$ cat src/rtl/fetch_pkg.sv
// ---------------------------------------------------------------------------
// fetch_pkg
// Shared definitions for the instruction fetch sequencer (imem_fetch_ctrl)
// and its prefetch queue (fetch_queue).
//
// Contents:
//   fetch_state_t     : sequencer states RUN / HALTED / TRAP
//   INSTR_W           : instruction word width
//   PC_STEP           : sequential PC increment in bytes
//   DEFAULT_RESET_PC  : default reset PC
//   pc_advance()      : next sequential PC (wraps modulo 2^32)
// ---------------------------------------------------------------------------
package fetch_pkg;

   localparam int          INSTR_W          = 32;
   localparam logic [31:0] PC_STEP          = 32'd4;
   localparam logic [31:0] DEFAULT_RESET_PC = 32'h0000_0000;

   typedef enum logic [1:0] {
      RUN    = 2'd0,
      HALTED = 2'd1,
      TRAP   = 2'd2
   } fetch_state_t;

   // Plain 32-bit add: 32'hFFFF_FFFC rolls over to 32'h0000_0000.
   function automatic logic [31:0] pc_advance(input logic [31:0] pc);
      return pc + PC_STEP;
   endfunction

endpackage

$ cat src/rtl/fetch_queue.sv
// ---------------------------------------------------------------------------
// fetch_queue
// DEPTH-entry prefetch FIFO of {pc, instr} pairs.
//
// Built as a shift register whose entry 0 is always the head, so the head
// outputs come straight from flops. When the queue runs empty the head
// data is not cleared: it keeps showing the last head (stale value).
// Flush wins over push and pop.
//
// Ports:
//   clk, rst_n          : clock, asynchronous active-low reset
//   push, push_pc,
//   push_instr          : write one entry at the tail
//   pop                 : drop the head entry (ignored when empty)
//   flush               : discard every entry
//   head_valid          : head entry is valid (registered)
//   head_pc, head_instr : head entry contents (registered)
//   count               : number of valid entries
//   full, empty         : count == DEPTH / count == 0
// ---------------------------------------------------------------------------
module fetch_queue
   import fetch_pkg::*;
#(
   parameter int DEPTH = 2
) (
   input  logic                         clk,
   input  logic                         rst_n,
   input  logic                         push,
   input  logic [31:0]                  push_pc,
   input  logic [INSTR_W-1:0]           push_instr,
   input  logic                         pop,
   input  logic                         flush,
   output logic                         head_valid,
   output logic [31:0]                  head_pc,
   output logic [INSTR_W-1:0]           head_instr,
   output logic [$clog2(DEPTH+1)-1:0]   count,
   output logic                         full,
   output logic                         empty
);

   localparam int CW = $clog2(DEPTH+1);

   logic [31:0]        ent_pc    [DEPTH];
   logic [INSTR_W-1:0] ent_instr [DEPTH];
   logic [DEPTH-1:0]   ent_vld;

   logic [31:0]        nxt_pc    [DEPTH];
   logic [INSTR_W-1:0] nxt_instr [DEPTH];
   logic [DEPTH-1:0]   nxt_vld;

   logic [CW-1:0]      cnt;
   logic [CW-1:0]      cnt_nxt;
   logic [CW-1:0]      wr_idx;
   logic               do_pop;
   logic               do_push;

   assign full    = (cnt == CW'(DEPTH));
   assign empty   = (cnt == '0);
   assign do_pop  = pop && !empty;
   // A full queue can still accept a push when the head leaves this cycle.
   assign do_push = push && (!full || do_pop);
   assign wr_idx  = do_pop ? (cnt - CW'(1)) : cnt;

   always_comb begin
      nxt_pc    = ent_pc;
      nxt_instr = ent_instr;
      nxt_vld   = ent_vld;
      cnt_nxt   = cnt;
      if (flush) begin
         nxt_vld = '0;
         cnt_nxt = '0;
      end else begin
         if (do_pop) begin
            for (int i = 0; i < DEPTH-1; i++) begin
               // Only move real data down so an emptied head keeps its stale value.
               if (ent_vld[i+1]) begin
                  nxt_pc[i]    = ent_pc[i+1];
                  nxt_instr[i] = ent_instr[i+1];
               end
               nxt_vld[i] = ent_vld[i+1];
            end
            nxt_vld[DEPTH-1] = 1'b0;
         end
         if (do_push) begin
            for (int i = 0; i < DEPTH; i++) begin
               if (wr_idx == CW'(i)) begin
                  nxt_pc[i]    = push_pc;
                  nxt_instr[i] = push_instr;
                  nxt_vld[i]   = 1'b1;
               end
            end
         end
         cnt_nxt = cnt + CW'(do_push) - CW'(do_pop);
      end
   end

   always_ff @(posedge clk or negedge rst_n) begin
      if (!rst_n) begin
         for (int i = 0; i < DEPTH; i++) begin
            ent_pc[i]    <= '0;
            ent_instr[i] <= '0;
         end
         ent_vld <= '0;
         cnt     <= '0;
      end else begin
         ent_pc    <= nxt_pc;
         ent_instr <= nxt_instr;
         ent_vld   <= nxt_vld;
         cnt       <= cnt_nxt;
      end
   end

   assign head_valid = ent_vld[0];
   assign head_pc    = ent_pc[0];
   assign head_instr = ent_instr[0];
   assign count      = cnt;

endmodule

$ cat src/rtl/imem_fetch_ctrl.sv
// ---------------------------------------------------------------------------
// imem_fetch_ctrl
// Instruction fetch sequencer for the RV32I core. Owns the PC, drives the
// combinational instruction memory address, captures {pc, instr} into the
// prefetch queue and presents the head to decode over valid/ready.
// Handles redirects (flush + PC load), level-sensitive halt and, optionally,
// misaligned redirect trapping.
//
// Build option:
//   FETCH_MISALIGN_TRAP_EN defined   : misaligned redirect enters TRAP and
//                                      raises misalign_trap
//   FETCH_MISALIGN_TRAP_EN undefined : redirect_pc[1:0] forced to 0 on load,
//                                      misalign_trap tied 0
//
// Parameters:
//   RESET_PC : PC loaded on reset
//   DEPTH    : prefetch queue entries (>= 2)
//
// Ports:
//   clk, rst_n                 : clock, asynchronous active-low reset
//   imem_addr / imem_instr     : instruction memory address (PC flop) / data
//   redirect_valid/redirect_pc : PC change request from execute
//   halt                       : stop issuing new fetches (level)
//   id_valid/id_instr/id_pc    : queue head towards decode
//   id_ready                   : decode accepts the head
//   misalign_trap              : misaligned redirect captured
//
// state  | meaning
// -------+-----------------------------------------------------------------
// RUN    | fetching: one push per cycle while the queue has room
// HALTED | halt held: no pushes, PC frozen, queue keeps draining
// TRAP   | misaligned redirect seen: no pushes until reset or aligned redirect
// ---------------------------------------------------------------------------
module imem_fetch_ctrl
   import fetch_pkg::*;
#(
   parameter logic [31:0] RESET_PC = DEFAULT_RESET_PC,
   parameter int          DEPTH    = 2
) (
   input  logic                clk,
   input  logic                rst_n,
   output logic [31:0]         imem_addr,
   input  logic [INSTR_W-1:0]  imem_instr,
   input  logic                redirect_valid,
   input  logic [31:0]         redirect_pc,
   input  logic                halt,
   output logic                id_valid,
   output logic [INSTR_W-1:0]  id_instr,
   output logic [31:0]         id_pc,
   input  logic                id_ready,
   output logic                misalign_trap
);

   fetch_state_t                state;
   logic [31:0]                 pc;
   logic [31:0]                 pc_target;
   logic                        redirect_misaligned;
   logic                        pop;
   logic                        push;
   logic                        q_full;
   logic                        q_empty;
   logic [$clog2(DEPTH+1)-1:0]  q_count;
   logic                        unused_q_count;

`ifdef FETCH_MISALIGN_TRAP_EN
   assign redirect_misaligned = redirect_valid && (redirect_pc[1:0] != 2'b00);
   assign pc_target           = redirect_pc;
`else
   assign redirect_misaligned = 1'b0;
   assign pc_target           = redirect_pc & ~32'h0000_0003;
`endif

   // Occupancy is only needed as full/empty here.
   assign unused_q_count = ^q_count;

   assign pop  = id_ready && !q_empty;
   assign push = (state == RUN) && !halt && !redirect_valid && (!q_full || pop);

   always_ff @(posedge clk or negedge rst_n) begin
      if (!rst_n) begin
         state <= RUN;
         pc    <= RESET_PC;
`ifdef FETCH_MISALIGN_TRAP_EN
         misalign_trap <= 1'b0;
`endif
      end else begin
         if (redirect_valid) begin
            pc <= pc_target;
         end else if (push) begin
            pc <= pc_advance(pc);
         end

         case (state)
            TRAP: begin
               if (redirect_valid && !redirect_misaligned) begin
                  state <= halt ? HALTED : RUN;
               end
            end
            default: begin
               if (redirect_misaligned) begin
                  state <= TRAP;
               end else begin
                  state <= halt ? HALTED : RUN;
               end
            end
         endcase

`ifdef FETCH_MISALIGN_TRAP_EN
         // Mirrors "next state is TRAP" so the flag is a plain flop output.
         misalign_trap <= redirect_valid ? redirect_misaligned : (state == TRAP);
`endif
      end
   end

`ifndef FETCH_MISALIGN_TRAP_EN
   assign misalign_trap = 1'b0;
`endif

   assign imem_addr = pc;

   fetch_queue #(
      .DEPTH (DEPTH)
   ) u_queue (
      .clk        (clk),
      .rst_n      (rst_n),
      .push       (push),
      .push_pc    (pc),
      .push_instr (imem_instr),
      .pop        (pop),
      .flush      (redirect_valid),
      .head_valid (id_valid),
      .head_pc    (id_pc),
      .head_instr (id_instr),
      .count      (q_count),
      .full       (q_full),
      .empty      (q_empty)
   );

endmodule
$ cat config.mk
export PLATFORM = sky130hd
export DESIGN_NAME = imem_fetch_ctrl
export DESIGN_NICKNAME = d
export VERILOG_FILES = /design/src/rtl/fetch_pkg.sv /design/src/rtl/fetch_queue.sv /design/src/rtl/imem_fetch_ctrl.sv
export SDC_FILE = /design/constraint.sdc
export NUM_CORES = 1
export LEC_CHECK = 0
export CORE_MARGIN = 4
export CORE_UTILIZATION = 48
export CTS_BUF_LIST = sky130_fd_sc_hd__clkbuf_4
export DETAILED_ROUTE_END_ITERATION = 8
export GPL_TIMING_DRIVEN = 0
export PLACE_DENSITY_LB_ADDON = 0.15
export SYNTH_ARGS = -nofsm -noshare
export SYNTH_HDL_FRONTEND = slang
export SYNTH_SLANG_ARGS = --single-unit
$ cat constraint.sdc
create_clock -name clk -period 2.7 [get_ports clk]
set_clock_uncertainty 0.15 [all_clocks]
set_input_delay 0.54 -clock clk [delete_from_list [all_inputs] [get_ports clk]]
set_output_delay 0.54 -clock clk [all_outputs]
set_load 0.03 [all_outputs]
# After elaboration in Yosys (flattened, before gate mapping)
# Cells that the tools add are included.
# word_totals
register_bits,166
inputBits,69
out_inout_bits,98
word_cells,56
# op_classes
addsub,4
eq_ne,4
muxes,22
bitwise,1
n_reduce_logical,17
# op_table
op,count
32-bit 2-to-1 mux,10
64-bit 2-to-1 mux,2
32-bit by 3-bit adder with 32-bit output (second input constant),1
2-bit 2-to-1 mux,7
1-bit logical AND,6
2-bit zero test,3
2-bit == test (second input constant),2
1-bit zero test,4
1-bit 2-to-1 mux,3
3-bit AND reduction,1
2-bit by 1-bit adder with 2-bit output,1
2-bit by 1-bit == test with 1-bit output (second input constant),1
1-bit logical OR,2
2-bit != test (second input constant),1
2-bit nonzero test,1
2-bit by 1-bit subtractor with 2-bit output,1
2-bit by 1-bit subtractor with 2-bit output (second input constant),1
1-bit inverter,1

# Longest topological paths before layout
# depth
depth_word,9
depth_mapped,13
mapped_depth_nobuf,10

# Cells and area by module
# A second synthesis with hierarchy kept.
# unflattened
cells_unflattened,641
area_unflattened_um2,7736.2
# by_module_without_submodules
mod,n_inst,cells_per_inst,area_per_inst_um2,seq_area_each_um2
fetch_queue,1,443,5910.7,3303.2
imem_fetch_ctrl,1,198,1825.5,775.7

# Worst setup path before layout
# OpenSTA, ideal clock, no wires.
# synth_timing
path_kind,register to register
from,"register u_queue.cnt[1], in the netlist u_queue.count[1]"
to,"register u_queue.cnt[1], in the netlist u_queue.count[1]"
setup_time_ns,0.130
arrival_ns,2.237
required_ns,2.420
path_slack_ns,0.182
path_stages_with_launch,14
n_path_buf,4
synth_period_minus_slack_ns,2.518
path_cell_list,dfrtp_1 inv_1 ha_1 nand2b_4 buf_6 a2111o_1 buf_6 clkinv_2 buf_4 buf_4 ha_1 xor2_1 xnor2_1 nor2_1
# synth_between
elab_chain_len,9
word_cells_on_any_way,13
classes_between,add/sub (2); eq/ne (1); mux (1); reduce/logical (9)
# synth_lines
element,line_no,text
start: declaration,fetch_queue.sv:51,logic [CW-1:0] cnt;
start signal: assignment,fetch_queue.sv:109,cnt <= cnt_nxt;
2-bit zero test,fetch_queue.sv:58,assign empty = (cnt == '0);
1-bit zero test,"fetch_queue.sv:59, imem_fetch_ctrl.sv:76",
1-bit logical AND,imem_fetch_ctrl.sv:76,assign pop = id_ready && !q_empty;
1-bit logical OR / 1-bit logical AND (equally long branches),"imem_fetch_ctrl.sv:77, fetch_queue.sv:59",
1-bit logical AND / 1-bit logical OR (equally long branches),"imem_fetch_ctrl.sv:77, fetch_queue.sv:61",
1-bit logical AND,fetch_queue.sv:61,assign do_push = push && (!full || do_pop);
2-bit by 1-bit adder with 2-bit output,fetch_queue.sv:93,cnt_nxt = cnt + CW'(do_push) - CW'(do_pop);
2-bit by 1-bit subtractor with 2-bit output (*),fetch_queue.sv:93,
2-bit 2-to-1 mux (*),fetch_queue.sv:69,if (flush) begin
net u_queue.cnt_nxt[1],fetch_queue.sv:52,logic [CW-1:0] cnt_nxt;
# The timed path passes the listed nets; every way through them passes the cells marked *.
# A chain may end at the register's enable or synchronous reset.

# Final worst setup path
# layout_timing
from,"register pc[4], in the netlist imem_addr[4]"
to,output imem_addr[4]
# layout_lines
element,line_no,text
start: declaration,imem_fetch_ctrl.sv:55,logic [31:0] pc;
start signal: assignment,imem_fetch_ctrl.sv:88,pc <= pc_target;
start signal: assignment,imem_fetch_ctrl.sv:90,pc <= pc_advance(pc);
end: declaration,imem_fetch_ctrl.sv:42,"output logic [31:0] imem_addr,"
# No word-level cell between the ends.

==> metrics <==
post-synth cell types 48; setup slack, reg-to-reg 0.12 ns; worst vdd ir 0.457 mV; area leader, netlist dfrtp_1; IO Port Bufs between 150 and 200; total CTS buffers 17; sequential share of the synthesized area 51.4%; Post-Syn Instances a little over 700; Syn. warnings 0; Worst Slack Setup Final between 0.1 and 0.15 ns; Metal-1 WL between 8 and 9 mm; clk root buf clkbuf_4; diode count 0; Die X-Extent 136 um; RSZ-0062 raised after global routing false; pre-CTS setup slack -0.470 ns; Post-synth EDFFs 0; sequential power share slightly below 40%; # DRC 0; final WL 20.2 mm; final worst-path cycle share 95.5%; core area 15900 um^2; Comb pwr share 45.9%; FF-to-FF Start u_queue.count[0]; via density per instance 5.41; Area contributors post-synth dfrtp_1, mux2i_1, mux2_2, buf_4, a21oi_1; top cell type's share of synthesized area 51.4%; gr usage total 22.5%; pwr/cell area 994 nW/um^2; Cell Int Power 0.00654 W; Data arrival, critical path 1.89 ns; asr flop ratio synth 100%; top-count cell post-synth dfrtp_1; row count 46; worst path cell trace clkdlybuf4s50_1; clock period minus worst slack 2.58 ns; grt ovf 0; Hold WC Path Type register to register; Layout Nets 976; vias in the first global route approximately 6400; CP Launch Point imem_addr[4]; H-tree levels 4; antenna viol nets, final 0; clock network fraction of design power 15.4%; Crit path max-delay family buffers and inverters; Clock Latency Late Sink 0.56 ns; Max Transition Viols Final 0; sum of negative setup slack 0 ns; pin count of the biggest net entering global routing 84; slowest CP cell clkdlybuf4s50_1; outcome complete, no violations; DR top layer met4; Slew HR between 40% and 50%; Die Y between 100 and 150 um; nature of the critical path startpoint register; Post-synth top cells dfrtp_1, nor2_1, buf_4; RD Place Congestion 0.844; hold wc startpoint u_queue.ent_instr[19]; CTS max path bufs 2; placed wire-length estimate about 14 mm; CP endpoint kind output port; Worst Tran Pin Value 0.898 ns; crit path kind register to output port; worst endpoint required time 2.01 ns; DRT iter0 DRCs 451; ys flop type dfrtp_1; ratio of cells with drive above 1 in the final layout 21.9%; I/O pins 167; CP peak stage delay 0.77 ns; Clock Sinks 161; first-pass GRT wire length 32.5 mm; sw frac 36.3%; Final Hold Fails 0; routed length on met3 1.39 mm; Syn-to-layout area delta 31.6%; maximum fanout along the worst path 9; Worst-path clk slew 0.14 ns; initial antenna violation count 0; WL/cell 17.9 um; synthesized area per cell 11.1 um^2; Vias 6119; fmax roughly 0.39 GHz; Buf+Inv Stages, Crit Path 1; CTS tree yes; final setup fails 0; Die Area 18400 um^2; maxcap violations 0; metal2 WL 9.92 mm; Initial Util 49.2%; Leak roughly 4.4 nW; mapped cell area 7840 um^2; Layout fillers 1303; Yosys reg bits 161; Psw 0.00372 W; 1st-pass router iterations 5
[layout by cell type, fill, tap and decap left out, types with 6 or more instances in the layout]
| cell type | synthesis | final |
|---|---|---|
| dfrtp_1 | 161 | 161 |
| inv_1 | 9 | 8 |
| clkbuf_2 | 0 | 7 |
| buf_12 | 0 | 7 |
| a21oi_1 | 67 | 67 |
| and3_1 | 6 | 6 |
| nand4_1 | 8 | 8 |
| nor4_1 | 6 | 6 |
| nor2_1 | 77 | 77 |
| clkdlybuf4s50_1 | 0 | 160 |
| mux2_1 | 8 | 8 |
| mux2_2 | 54 | 54 |
| nand3_1 | 16 | 16 |
| clkbuf_4 | 0 | 17 |
| o21ai_0 | 15 | 15 |
| mux2i_1 | 65 | 65 |
| buf_4 | 69 | 72 |
| buf_6 | 12 | 6 |
| clkbuf_1 | 21 | 13 |
| nand2_1 | 39 | 39 |
| o211ai_1 | 10 | 10 |
[per-layer routing]
metal,up-vias,track usage [%]
met3,31,4.94
met5,-,0
met2,256,38.2
met1,3012,28.9
li1,2820,-
met4,0,6.61
[logic make-up (layout without fill, tap and decap cells)]
kind of cell | after synthesis | in the layout | synth area share, %
xor gates and xnor gates | 4 | 4 | 0.447
muxes | 127 | 127 | 17.2
and+or+nand+nor | 176 | 176 | 10.6
other | 1 | 3 | 0.0478
DFF | 161 | 161 | 51.4
adders and majority gates | 5 | 5 | 0.798
buffers and inverters | 115 | 319 | 10.0
AOI/OAI and AO/OA | 120 | 120 | 9.43
[timing repair]
action	in CTS	in global routing
cloned	1	2
endpoints found under the hold margin	82	0
setup buffers	4	3
pin swaps	1	2
endpoints found under the setup margin	114	98
hold buffers	1	0
gates resized for setup	16	15
[metrics by stage]
stage          hold WS (ns)  instances  cell area (um^2)  utilization (%)  total power (W)
6_report              0.351       1131             10300             64.7           0.0103
5_1_grt               0.326       1131             10300             64.7           0.0109
4_1_cts               0.313       1127             10200             64.2           0.0103
3_5_place_dp          0.326       1089              9760             61.2          0.00869
3_3_place_gp          0.316       1088              9730             61.0          0.00850
2_1_floorplan        0.0944        711              7850                -          0.00701
[state kept, by name, summed over array words and instances, names as in the netlist]
register            flops
imem_addr              30
state                   1
u_queue.count           2
u_queue.ent_instr      32
u_queue.ent_pc         30
u_queue.ent_vld         2
u_queue.head_instr     32
u_queue.head_pc        32
[worst paths after layout]
path,cells after the start,end
min reg2reg,1,u_queue.ent_instr[19]
max,1,imem_addr[4]
max in group asynchronous,3,u_queue.ent_pc[22]
min in group asynchronous,2,u_queue.head_instr[18]
min,1,u_queue.ent_instr[19]
max reg2reg,11,u_queue.ent_instr[26]
[cell type report]
type	count	area, um^2	area share, %
plain buffers	104	808	7.83
repair buffers	173	1810	17.5
clock inverters	15	193	1.87
well taps	216	270	2.62
flip-flops and latches	161	4030	39.0
clock buffers	17	128	1.24
multi-input cells	435	3040	29.4
inverters	10	42.5	0.412
[power by group through the flow]
stage	Clock (W)	Sequential [W]	Combinational (W)
after floorplan	0	0.00394	0.00307
after global placement	0	0.00395	0.00455
after detailed placement	0	0.00402	0.00468
after CTS	0.00162	0.00397	0.00475
after global routing	0.00171	0.00409	0.00507
final	0.00158	0.00397	0.00471
Power figures use the tool's default switching activity.
